===== src/rtl/flash_update_pkg.sv =====
// flash_update_pkg
// Shared definitions for the flash update engine: FSM state encoding,
// default CSR word addresses of the ASMI flash controller and the
// position of the write-in-progress flag in the status register.
package flash_update_pkg;

    typedef enum logic [3:0] {
        IDLE,
        CHK,
        SET_OFS,
        ERASE,
        POLL_RD,
        POLL_WAIT,
        FILL,
        WRITE,
        DONE,
        ERR
    } state_t;

    localparam logic [15:0] CSR_OFFSET_ADDR = 16'h0064;
    localparam logic [15:0] CSR_ERASE_ADDR  = 16'h0007;
    localparam logic [15:0] CSR_STATUS_ADDR = 16'h0002;

    localparam int WIP_BIT = 0;

endpackage


===== src/rtl/flash_update_fifo.sv =====
// flash_update_fifo
// Synchronous first-word-fall-through FIFO that stages incoming data words
// until a full flash page burst is available.
// Ports:
//   clock, reset_n  : clock, async active-low reset
//   flush           : synchronous clear of all contents
//   push, push_data : write side (ignored while full)
//   pop, pop_data   : read side; pop_data always shows the oldest word
//   full, empty     : occupancy flags
//   count           : number of stored words (0..DEPTH)
module flash_update_fifo #(
    parameter int DEPTH = 64,
    parameter int WIDTH = 32
) (
    input  logic                     clock,
    input  logic                     reset_n,
    input  logic                     flush,
    input  logic                     push,
    input  logic [WIDTH-1:0]         push_data,
    input  logic                     pop,
    output logic [WIDTH-1:0]         pop_data,
    output logic                     full,
    output logic                     empty,
    output logic [$clog2(DEPTH):0]   count
);

    localparam int AW = $clog2(DEPTH);

    logic [WIDTH-1:0] mem [DEPTH];
    logic [AW-1:0]    wr_ptr;
    logic [AW-1:0]    rd_ptr;
    logic             do_push;
    logic             do_pop;

    assign full     = (count == ($clog2(DEPTH) + 1)'(DEPTH));
    assign empty    = (count == '0);
    assign do_push  = push && !full;
    assign do_pop   = pop && !empty;
    assign pop_data = mem[rd_ptr];

    // Storage needs no reset; only words below count are ever read.
    always_ff @(posedge clock) begin
        if (do_push) begin
            mem[wr_ptr] <= push_data;
        end
    end

    // DEPTH is a power of two, so the pointers wrap naturally.
    always_ff @(posedge clock or negedge reset_n) begin
        if (!reset_n) begin
            wr_ptr <= '0;
            rd_ptr <= '0;
            count  <= '0;
        end else if (flush) begin
            wr_ptr <= '0;
            rd_ptr <= '0;
            count  <= '0;
        end else begin
            if (do_push) begin
                wr_ptr <= wr_ptr + 1'b1;
            end
            if (do_pop) begin
                rd_ptr <= rd_ptr + 1'b1;
            end
            case ({do_push, do_pop})
                2'b10:   count <= count + 1'b1;
                2'b01:   count <= count - 1'b1;
                default: count <= count;
            endcase
        end
    end

endmodule


===== src/rtl/flash_update_engine.sv =====
// flash_update_engine
// Avalon-MM master that turns a (flash byte address, word count, erase)
// command plus a stream of 32-bit data words into ASMI flash controller
// traffic: page-offset CSR writes, optional sector erase with WIP polling,
// and page-aligned write bursts.
// Ports:
//   clock, reset_n          : clock, async active-low reset
//   cmd_*                   : command handshake (accepted only while idle)
//   din_*                   : data word stream
//   busy, done, error       : status; done pulses once per command,
//                             error (erase timeout) is sticky until next accept
//   ams_mem_*               : Avalon-MM master towards the flash controller;
//                             address bit16 selects the CSR space
module flash_update_engine
    import flash_update_pkg::*;
#(
    parameter int          BURST_MAX      = 64,
    parameter int          SECTOR_WORDS   = 16384,
    parameter logic [15:0] CSR_OFFSET_REG = CSR_OFFSET_ADDR,
    parameter logic [15:0] CSR_ERASE_REG  = CSR_ERASE_ADDR,
    parameter logic [15:0] CSR_STATUS_REG = CSR_STATUS_ADDR,
    parameter logic [23:0] POLL_TIMEOUT   = 24'd10_000_000
) (
    input  logic        clock,
    input  logic        reset_n,
    input  logic        cmd_valid,
    output logic        cmd_ready,
    input  logic [31:0] cmd_addr,
    input  logic [23:0] cmd_words,
    input  logic        cmd_erase,
    input  logic        din_valid,
    output logic        din_ready,
    input  logic [31:0] din_data,
    output logic        busy,
    output logic        done,
    output logic        error,
    output logic        ams_mem_read,
    output logic        ams_mem_write,
    output logic [16:0] ams_mem_address,
    output logic [6:0]  ams_mem_burstcount,
    output logic [31:0] ams_mem_writedata,
    input  logic        ams_mem_waitrequest,
    input  logic [31:0] ams_mem_readdata,
    input  logic        ams_mem_readdatavalid
);

    localparam logic [29:0] PAGE_MASK   = 30'(BURST_MAX - 1);
    localparam logic [29:0] SECTOR_MASK = 30'(SECTOR_WORDS - 1);

    state_t                    state;
    state_t                    next_state;
    logic [29:0]               waddr;
    logic [23:0]               rem;
    logic                      erase_flag;
    logic                      first_flag;
    logic [15:0]               cur_ofs;
    logic [23:0]               poll_cnt;
    logic [6:0]                beat_cnt;
    logic                      error_q;

    logic                      cmd_accept;
    logic [15:0]               new_ofs;
    logic [6:0]                page_room;
    logic [6:0]                blen;
    logic                      last_beat;
    logic                      fill_ready;
    logic                      wip;
    logic                      fifo_push;
    logic                      fifo_pop;
    logic [31:0]               fifo_data;
    logic                      fifo_full;
    logic                      fifo_empty;
    logic [$clog2(BURST_MAX):0] fifo_count;
    logic                      unused_bits;

    assign cmd_accept  = cmd_valid && cmd_ready;
    assign new_ofs     = {2'b00, waddr[29:16]};
    // Bursts stop at the page end, so they can never cross a 64K-word
    // offset window or an erase sector either.
    assign page_room   = 7'(BURST_MAX) - 7'(waddr & PAGE_MASK);
    assign blen        = (rem < 24'(page_room)) ? 7'(rem) : page_room;
    assign last_beat   = (beat_cnt == blen - 7'd1);
    assign fill_ready  = (32'(fifo_count) >= 32'(blen));
    assign wip         = ams_mem_readdata[WIP_BIT];
    assign fifo_push   = din_valid && din_ready;
    assign fifo_pop    = (state == WRITE) && !ams_mem_waitrequest;
    assign error       = error_q;
    assign unused_bits = ^{ams_mem_readdata, cmd_addr[1:0], fifo_empty};

    // The FIFO is cleared on every command accept so words left over from an
    // aborted command can never leak into the next one.
    flash_update_fifo #(
        .DEPTH (BURST_MAX),
        .WIDTH (32)
    ) u_fifo (
        .clock     (clock),
        .reset_n   (reset_n),
        .flush     (cmd_accept),
        .push      (fifo_push),
        .push_data (din_data),
        .pop       (fifo_pop),
        .pop_data  (fifo_data),
        .full      (fifo_full),
        .empty     (fifo_empty),
        .count     (fifo_count)
    );

    always_ff @(posedge clock or negedge reset_n) begin
        if (!reset_n) begin
            state <= IDLE;
        end else begin
            state <= next_state;
        end
    end

    // A zero-word command skips CHK so done follows the accept immediately.
    always_comb begin
        next_state = state;
        case (state)
            IDLE: begin
                if (cmd_accept) begin
                    next_state = (cmd_words == 24'd0) ? DONE : CHK;
                end
            end
            CHK: begin
                if (rem == 24'd0) begin
                    next_state = DONE;
                end else if (new_ofs != cur_ofs) begin
                    next_state = SET_OFS;
                end else if (erase_flag && (((waddr & SECTOR_MASK) == 30'd0) || first_flag)) begin
                    next_state = ERASE;
                end else begin
                    next_state = FILL;
                end
            end
            SET_OFS: if (!ams_mem_waitrequest) next_state = CHK;
            ERASE:   if (!ams_mem_waitrequest) next_state = POLL_RD;
            POLL_RD: if (!ams_mem_waitrequest) next_state = POLL_WAIT;
            POLL_WAIT: begin
                if (ams_mem_readdatavalid) begin
                    if (!wip) begin
                        next_state = FILL;
                    end else if (poll_cnt == POLL_TIMEOUT - 24'd1) begin
                        next_state = ERR;
                    end else begin
                        next_state = POLL_RD;
                    end
                end
            end
            FILL:    if (fill_ready) next_state = WRITE;
            WRITE:   if (!ams_mem_waitrequest && last_beat) next_state = CHK;
            DONE:    next_state = IDLE;
            ERR:     next_state = IDLE;
            default: next_state = IDLE;
        endcase
    end

    // Command datapath. cur_ofs starts invalid so the first command after
    // reset always programs the offset register. first_flag forces an erase
    // of the sector holding the first word even when it is not sector-aligned.
    always_ff @(posedge clock or negedge reset_n) begin
        if (!reset_n) begin
            waddr      <= '0;
            rem        <= '0;
            erase_flag <= 1'b0;
            first_flag <= 1'b0;
            cur_ofs    <= 16'hFFFF;
            poll_cnt   <= '0;
            beat_cnt   <= '0;
            error_q    <= 1'b0;
        end else begin
            if (cmd_accept) begin
                waddr      <= cmd_addr[31:2];
                rem        <= cmd_words;
                erase_flag <= cmd_erase;
                first_flag <= 1'b1;
                error_q    <= 1'b0;
            end
            case (state)
                SET_OFS: begin
                    if (!ams_mem_waitrequest) cur_ofs <= new_ofs;
                end
                ERASE: begin
                    if (!ams_mem_waitrequest) poll_cnt <= '0;
                end
                POLL_WAIT: begin
                    if (ams_mem_readdatavalid && wip) begin
                        if (poll_cnt == POLL_TIMEOUT - 24'd1) begin
                            error_q <= 1'b1;
                        end else begin
                            poll_cnt <= poll_cnt + 24'd1;
                        end
                    end
                end
                WRITE: begin
                    if (!ams_mem_waitrequest) begin
                        if (last_beat) begin
                            beat_cnt   <= '0;
                            waddr      <= waddr + 30'(blen);
                            rem        <= rem - 24'(blen);
                            first_flag <= 1'b0;
                        end else begin
                            beat_cnt <= beat_cnt + 7'd1;
                        end
                    end
                end
                default: ;
            endcase
        end
    end

    // Moore outputs; everything is a function of state and held registers,
    // so bus signals stay stable for as long as waitrequest is high.
    always_comb begin
        cmd_ready          = 1'b0;
        busy               = 1'b1;
        done               = 1'b0;
        din_ready          = 1'b0;
        ams_mem_read       = 1'b0;
        ams_mem_write      = 1'b0;
        ams_mem_address    = '0;
        ams_mem_burstcount = '0;
        ams_mem_writedata  = '0;
        case (state)
            IDLE: begin
                cmd_ready = 1'b1;
                busy      = 1'b0;
            end
            SET_OFS: begin
                ams_mem_write      = 1'b1;
                ams_mem_address    = {1'b1, CSR_OFFSET_REG};
                ams_mem_burstcount = 7'd1;
                ams_mem_writedata  = {16'h0000, new_ofs};
            end
            ERASE: begin
                ams_mem_write      = 1'b1;
                ams_mem_address    = {1'b1, CSR_ERASE_REG};
                ams_mem_burstcount = 7'd1;
                ams_mem_writedata  = {waddr & ~SECTOR_MASK, 2'b00};
            end
            POLL_RD: begin
                ams_mem_read       = 1'b1;
                ams_mem_address    = {1'b1, CSR_STATUS_REG};
                ams_mem_burstcount = 7'd1;
            end
            FILL: begin
                din_ready = !fifo_full;
            end
            WRITE: begin
                din_ready          = !fifo_full;
                ams_mem_write      = 1'b1;
                ams_mem_address    = {1'b0, waddr[15:0]};
                ams_mem_burstcount = blen;
                ams_mem_writedata  = fifo_data;
            end
            DONE: done = 1'b1;
            ERR:  done = 1'b1;
            default: ;
        endcase
    end

endmodule


===== config.mk =====
export PLATFORM = sky130hd
export DESIGN_NAME = flash_update_engine
export DESIGN_NICKNAME = d
export VERILOG_FILES = /design/src/rtl/flash_update_pkg.sv /design/src/rtl/flash_update_fifo.sv /design/src/rtl/flash_update_engine.sv
export SDC_FILE = /design/constraint.sdc
export NUM_CORES = 2
export LEC_CHECK = 0
export BUFFER_PORTS_ARGS = -buffer_cell sky130_fd_sc_hd__buf_2
export CAP_MARGIN = 20
export CORE_MARGIN = 1.5
export CORE_UTILIZATION = 30
export CTS_CLUSTER_SIZE = 25
export DETAILED_ROUTE_END_ITERATION = 10
export PLACE_DENSITY = 0.45
export SLEW_MARGIN = 0
export SYNTH_ARGS = -nofsm -noshare
export SYNTH_HDL_FRONTEND = slang
export SYNTH_SLANG_ARGS = --single-unit

===== constraint.sdc =====
create_clock -name clock -period 12.8 [get_ports clock]
set_input_delay 1.28 -clock clock [delete_from_list [all_inputs] [get_ports clock]]
set_output_delay 1.28 -clock clock [all_outputs]
set_load 0.1 [all_outputs]

# After elaboration in Yosys (flattened, before gate mapping)
# Memory sizes are Yosys's and may differ from the RTL's.
# Index checks and enable logic that the tools add are counted.
[totals] regBits=127 ramBits=2048 in_bits=127 out_inout_bits=63 wordCells=132 mem_count=1
[mem_list] name="u_fifo.mem" words=64 word_bits=32 read_ports=1 rd_clocked_by_memory_dff=0 write_ports=1 line_no="flash_update_fifo.sv:29" rtl="logic [WIDTH-1:0] mem [DEPTH];"
[classes] add_sub_neg=10 n_lt_le_gt_ge=2 n_eq_ne=24 mux=53 bitwise=1 n_reduce_logical=29
[ops] op="24-bit 2-to-1 mux" count=7
[ops] op="30-bit 2-to-1 mux" count=4
[ops] op="32-bit one-hot mux with 3 select lines" count=1
[ops] op="17-bit one-hot mux with 4 select lines" count=1
[ops] op="24-bit logical NOT" count=2
[ops] op="24-bit one-hot mux with 2 select lines" count=1
[ops] op="4-bit 2-to-1 mux" count=11
[ops] op="4-bit one-hot mux with 8 select lines" count=1
[ops] op="30-bit by 7-bit adder with 30-bit output" count=1
[ops] op="30-bit logical NOT" count=1
[ops] op="7-bit one-hot mux with 2 select lines" count=2
[ops] op="24-bit by 1-bit adder with 24-bit output, second input constant" count=1
[ops] op="24-bit == test, second input constant" count=1
[ops] op="24-bit by 7-bit less-than comparator with 1-bit output" count=1
[ops] op="6-bit 2-to-1 mux" count=4
[ops] op="24-bit by 7-bit subtractor with 24-bit output" count=1
[ops] op="7-bit 2-to-1 mux" count=3
[ops] op="4-bit by 3-bit == test with 1-bit output, second input constant" count=4
[ops] op="1-bit 2-to-1 mux" count=16
[ops] op="14-bit by 16-bit != test with 1-bit output" count=1
[ops] op="2-bit != test, second input constant" count=8
[ops] op="7-bit by 1-bit adder with 7-bit output, second input constant" count=2
[ops] op="7-bit by 1-bit subtractor with 7-bit output, second input constant" count=2
[ops] op="6-bit by 1-bit adder with 6-bit output, second input constant" count=2
[ops] op="24 further kinds" count=41

# Depth between registers and ports, before layout
[logic_depth] word_depth=8 ltp_mapped=27 ltp_nobuf=25

# Cells and area by module
# From an unflattened synthesis, not the netlist that was laid out.
[unflattened] hier_cells=4423 hier_area_um2=87353.8
[modules_own_cells] mod="flash_update_fifo" n_inst=1 cells_per_inst=3477 area_per_inst_um2=79388.6 seq_area_each_um2=61974.4
[modules_own_cells] mod="flash_update_engine" n_inst=1 cells_per_inst=946 area_per_inst_um2=7965.1 seq_area_each_um2=2696.3

# Worst setup path before layout
# OpenSTA, ideal clock, no wires.
[synth_timing] kind="register -> register" startpoint="register u_fifo.count[0]" endpoint="memory u_fifo.mem[59][0], enable pin" setup_time_ps=421 t_arrival_ps=5494 required_ps=12379 setup_slack_ps=6885 stages_incl_launch_ff=7 n_path_buf=0 period_less_slack_ps=5915 path_cell_list="dfrtp_1 nor2_1 a311oi_1 nand2_1 nor2_1 nand3_1 nor2_1"
[synth_via] elab_chain_cells=7
[synth_lines] element="start, declared" line_no="flash_update_fifo.sv:24" rtl="output logic [$clog2(DEPTH):0] count"
[synth_lines] element="start signal, assigned" line_no="flash_update_fifo.sv:66" rtl="2'b10: count <= count + 1'b1;"
[synth_lines] element="start signal, assigned" line_no="flash_update_fifo.sv:67" rtl="2'b01: count <= count - 1'b1;"
[synth_lines] element="start signal, assigned" line_no="flash_update_fifo.sv:68" rtl="default: count <= count;"
[synth_lines] element="7-bit == test" line_no="flash_update_fifo.sv:35" rtl="assign full = (count == ($clog2(DEPTH) + 1)'(DEPTH));"
[synth_lines] element="1-bit logical NOT" line_no="flash_update_engine.sv:247, flash_update_engine.sv:250"
[synth_lines] element="1-bit 2-to-1 mux"
[synth_lines] element="net din_ready" line_no="flash_update_engine.sv:32" rtl="output logic din_ready,"
[synth_lines] element="1-bit logical AND" line_no="flash_update_engine.sv:85" rtl="assign fifo_push = din_valid && din_ready;"
[synth_lines] element="1-bit logical AND" line_no="flash_update_fifo.sv:37" rtl="assign do_push = push && !full;"
[synth_lines] element="1-bit 2-to-1 mux" line_no="flash_update_fifo.sv:43" rtl="if (do_push) begin"
[synth_lines] element="1-bit 2-to-1 mux (not written as such)" line_no="flash_update_fifo.sv:44" rtl="mem[wr_ptr] <= push_data;"
[synth_lines] element="end, declared" line_no="flash_update_fifo.sv:29"
# The timed path passes the listed nets, and every way through them passes these cells.

# Worst setup path after layout
[layout_timing] startpoint="register u_fifo.rd_ptr[1]" endpoint="output port ams_mem_writedata[3]"
[layout_via] elab_chain_cells=2
[layout_lines] element="start, declared" line_no="flash_update_fifo.sv:31" rtl="logic [AW-1:0] rd_ptr;"
[layout_lines] element="start signal, assigned" line_no="flash_update_fifo.sv:63" rtl="rd_ptr <= rd_ptr + 1'b1;"
[layout_lines] element="memory 64 x 32 bit"
[layout_lines] element="32-bit one-hot mux with 3 select lines" line_no="flash_update_engine.sv:224" rtl="case (state)"
[layout_lines] element="end, declared" line_no="flash_update_engine.sv:41" rtl="output logic [31:0] ams_mem_writedata,"
# Every way passes these cells.

==> metrics.md <==
| Metric | Value |
|---|---|
| YS warnings | 0 |
| CP most frequent cell | mux4_2 |
| Slew Viols, Final | 0 |
| Static Leak | roughly 31 nW |
| Filler cells | 26700 |
| Crit path max fanout | 129 |
| Vias in the first global route | 43600 |
| Crit path DAT | just under 6000 ps |
| Layout cells sized above 1 | 0.315 |
| Met3 Use GR | 0.0255 |
| Ys async rst share | 0.0580 |
| Post-synth cell types | 91 |
| Post-synthesis sequential area ratio | 0.746 |
| Clk buf depth | 3 |
| Final core utilization | 0.350 |
| Start of the worst register-to-register path | waddr[2] |
| DP Area | 0.0928 mm^2 |
| P_sw | ~0.0073 W |
| Power density cells | between 200 and 250 mW/mm^2 |
| Clock latency on the worst-skew pair | 850 ps |
| Rows | 197 |
| Worst Path Class, Setup | register to output port |
| Fin crit share | 0.557 |
| RR Endpoint | rem[8] |
| CTS resizes | 0 |
| Mapped Area | ~0.087 mm^2 |
| CTS root buf | clkbuf_16 |
| Clock transition at path regs | 60 ps |
| Met2 usage | 0.262 |
| Combinational share of power | 0.315 |
| Reg power frac | 0.386 |
| Crit end category | output port |
| RePlAce Congestion | between 0.8 and 0.9 |
| Initial antenna violation count | 38 |
| Setup TNS Final | 0 ps |
| DP Wirelength | 132 mm |
| DR WL/cell | 28.4 um |
| Max-Slew Margin vs Limit | 0.261 |
| Met1 usage in global routing | 0.223 |
| Core area | 0.288 mm^2 |
| Commonest non-fill, non-tap cell in the layout | edfxtp_1 |
| Required @ worst endpoint | 11520 ps |
| Status | finished clean |
| Final Hold Viols | 0 |
| Via count | 41900 |
| Internal Power | 0.0146 W |
| R2R cell count | 20 |
| Post-synth EDFFs | roughly 2000 |
| Die span in y | about 540 um |
| Antenna-violating nets left | 0 |
| Ys flop type | edfxtp_1 |
| Most frequent cells in the layout | edfxtp_1, mux4_2, clkbuf_16 |
| Worst-path cell chain | buf_12, buf_4, mux4_2, mux4_2, mux4_2, a22o_1, buf_2 |
| Cts hold-fix bufs | 0 |
| Max stage delay on crit path | 950 ps |
| Clk pwr share | 0.299 |
| Postcts setup bufs | 0 |
| DR pass1 iterations | 5 |
| Area Growth Syn to Fin | 16.2% |
| Die footprint | 0.292 mm^2 |
| Place WS | 6020 ps |
| Clk_skew | 38.7 ps |
| Remaining Overflow, GRT | 0 |
| Yosys reg bits | around 2200 |
| Mean Syn Cell Area | 21.6 um^2 |
| Initial drt markers | 3951 |
| CP Launch Type | register |
| # setup viols final | 0 |
| Pin count of the biggest net entering global routing | 130 |
| H-tree depth | 4 |
| Die Width | 541 um |
| Worst vdd ir | 0.000259 V |
| Initial core utilization | 0.301 |
| Worst Tran Pin Value | 1110 ps |
| Port Buf Inserts | about 160 |
| Worst setup margin | roughly 5700 ps |
| Post-Syn Instances | 4019 |
| Nets | ~4500 |
| Final Instance Area | a little over 0.1 mm^2 |
| Global route hottest layer | met2 |
| CP max stage cell | dfrtp_4 |
| RSZ-0062 raised after global routing | false |
| Fmax achieved | 0.140 GHz |
| Syn Nets | 4180 |
| Global-route wire length before repair | 333 mm |
| Vias per cell | a little over 5 |
| Clock sinks | 2174 |
| IO Pins | 190 |
| Total GRT Usage | 0.160 |
| Clock period minus worst slack | slightly above 7000 ps |
| Final wirelength | 236 mm |
| Switching portion of total power | 0.332 |
| DRC errors left | 0 |
| Total CTS buffers | 230 |
| Worst hold-check path type | input pin to async pin |
| CTS tree | yes |
| Max-Cap Viols | 0 |
| Internal reg-to-reg setup slack | 5920 ps |
[sequential cells by signal (all words and copies together) (netlist names)]
signal	flops
state	4
erase_flag	1
beat_cnt	7
first_flag	1
cur_ofs	15
waddr	30
u_fifo.count	7
error	1
poll_cnt	24
rem	24
u_fifo.mem	2048
u_fifo.wr_ptr	6
u_fifo.rd_ptr	6
[worst max-delay path by stage]
stage	from	end	slack, ps	depth (start not counted)
2_1_floorplan	u_fifo.count[0]	u_fifo.mem[59][0]	6880	6
3_3_place_gp	waddr[2]	rem[8]	6010	20
3_5_place_dp	waddr[2]	rem[8]	6020	20
4_1_cts	u_fifo.rd_ptr[0]	ams_mem_writedata[4]	5410	7
5_1_grt	u_fifo.rd_ptr[0]	ams_mem_writedata[4]	5280	7
6_report	u_fifo.rd_ptr[1]	ams_mem_writedata[3]	5680	7
[Yosys cell counts (4+ instances only)]
cell / number / area (um^2)
xnor2_1: 31 / 272
o221a_1: 5 / 56.3
a21oi_1: 47 / 235
nand3b_1: 7 / 52.6
nor2_1: 198 / 743
o221a_2: 6 / 67.6
xor2_1: 37 / 324
a22o_1: 32 / 280
nand4_1: 17 / 106
nor3_1: 28 / 140
mux4_2: 672 / 15100
a221oi_1: 6 / 52.6
o22ai_1: 4 / 25.0
or2_2: 5 / 31.3
edfxtp_1: 2048 / 61500
dfstp_2: 15 / 394
mux2i_1: 36 / 360
buf_2: 7 / 35.0
and2_1: 25 / 156
buf_1: 65 / 244
o21a_1: 6 / 45.0
nor2b_1: 9 / 56.3
nor4_1: 20 / 125
or3_1: 15 / 93.8
ha_1: 32 / 400
nand2_1: 89 / 334
a21o_1: 11 / 82.6
a211o_1: 4 / 35.0
o21ai_0: 45 / 225
a311oi_1: 7 / 61.3
a31oi_1: 12 / 75.1
a211oi_1: 9 / 67.6
mux2_2: 18 / 203
a41oi_1: 4 / 35.0
nand3_1: 37 / 185
dfrtp_1: 111 / 2780
inv_1: 44 / 165
clkbuf_1: 141 / 529
and3_1: 25 / 156
nand2b_1: 10 / 62.6
[worst max-delay path: cells and delay by family (launching register included)]
family	cells	cell delay, ps
AOI/OAI and AO/OA	1	300
buffers and inverters	3	1840
DFF	1	950
muxes	3	1670
[cell families after synthesis]
logic type	after synthesis	synth area share
flip-flops	2174	0.746
multiplexers	730	0.182
AND/OR/NAND/NOR	506	0.0281
buffers and inverters	266	0.0123
AO/OA/AOI/OAI	238	0.0199
XOR/XNOR	68	0.00687
adder cells (fa/ha/maj)	37	0.00542
[cell type report]
class                      count  area [um^2]  area share
tap                         3781         4730      0.0470
antenna                        5         12.5    0.000124
clock inverter               134         1220      0.0121
sequential                  2174        64700       0.642
inverter                      46          173     0.00171
timing repair buffer         288         2280      0.0226
multi-input combinational   1579        21500       0.214
clock buffer                 290         6130      0.0608
[power groups by stage]
stage	logic [W]	clock network, W	registers (W)
floorplan	0.00488	0	0.00829
global placement	0.00696	0	0.00859
detailed placement	0.00696	0	0.00860
CTS	0.00697	0.00672	0.00845
global route	0.00733	0.00698	0.00848
finish	0.00688	0.00655	0.00843
[per-stage QoR]
step	std cells	total power [W]	hold slack (ps)
after detailed placement	7837	0.0156	476
after CTS	8261	0.0221	366
final	8297	0.0219	423
after global routing	8294	0.0228	418
after global placement	7835	0.0155	466
after floorplan	4019	0.0132	466
[per-layer routing]
metal	wire, um	share of wire	up-vias
li1	-	-	17500
met1	106000	0.45	22900
met2	114000	0.48	1081
met3	12000	0.051	282
met4	4060	0.017	8
met5	43	0.00018	-
(Power assumes the default switching activity.)
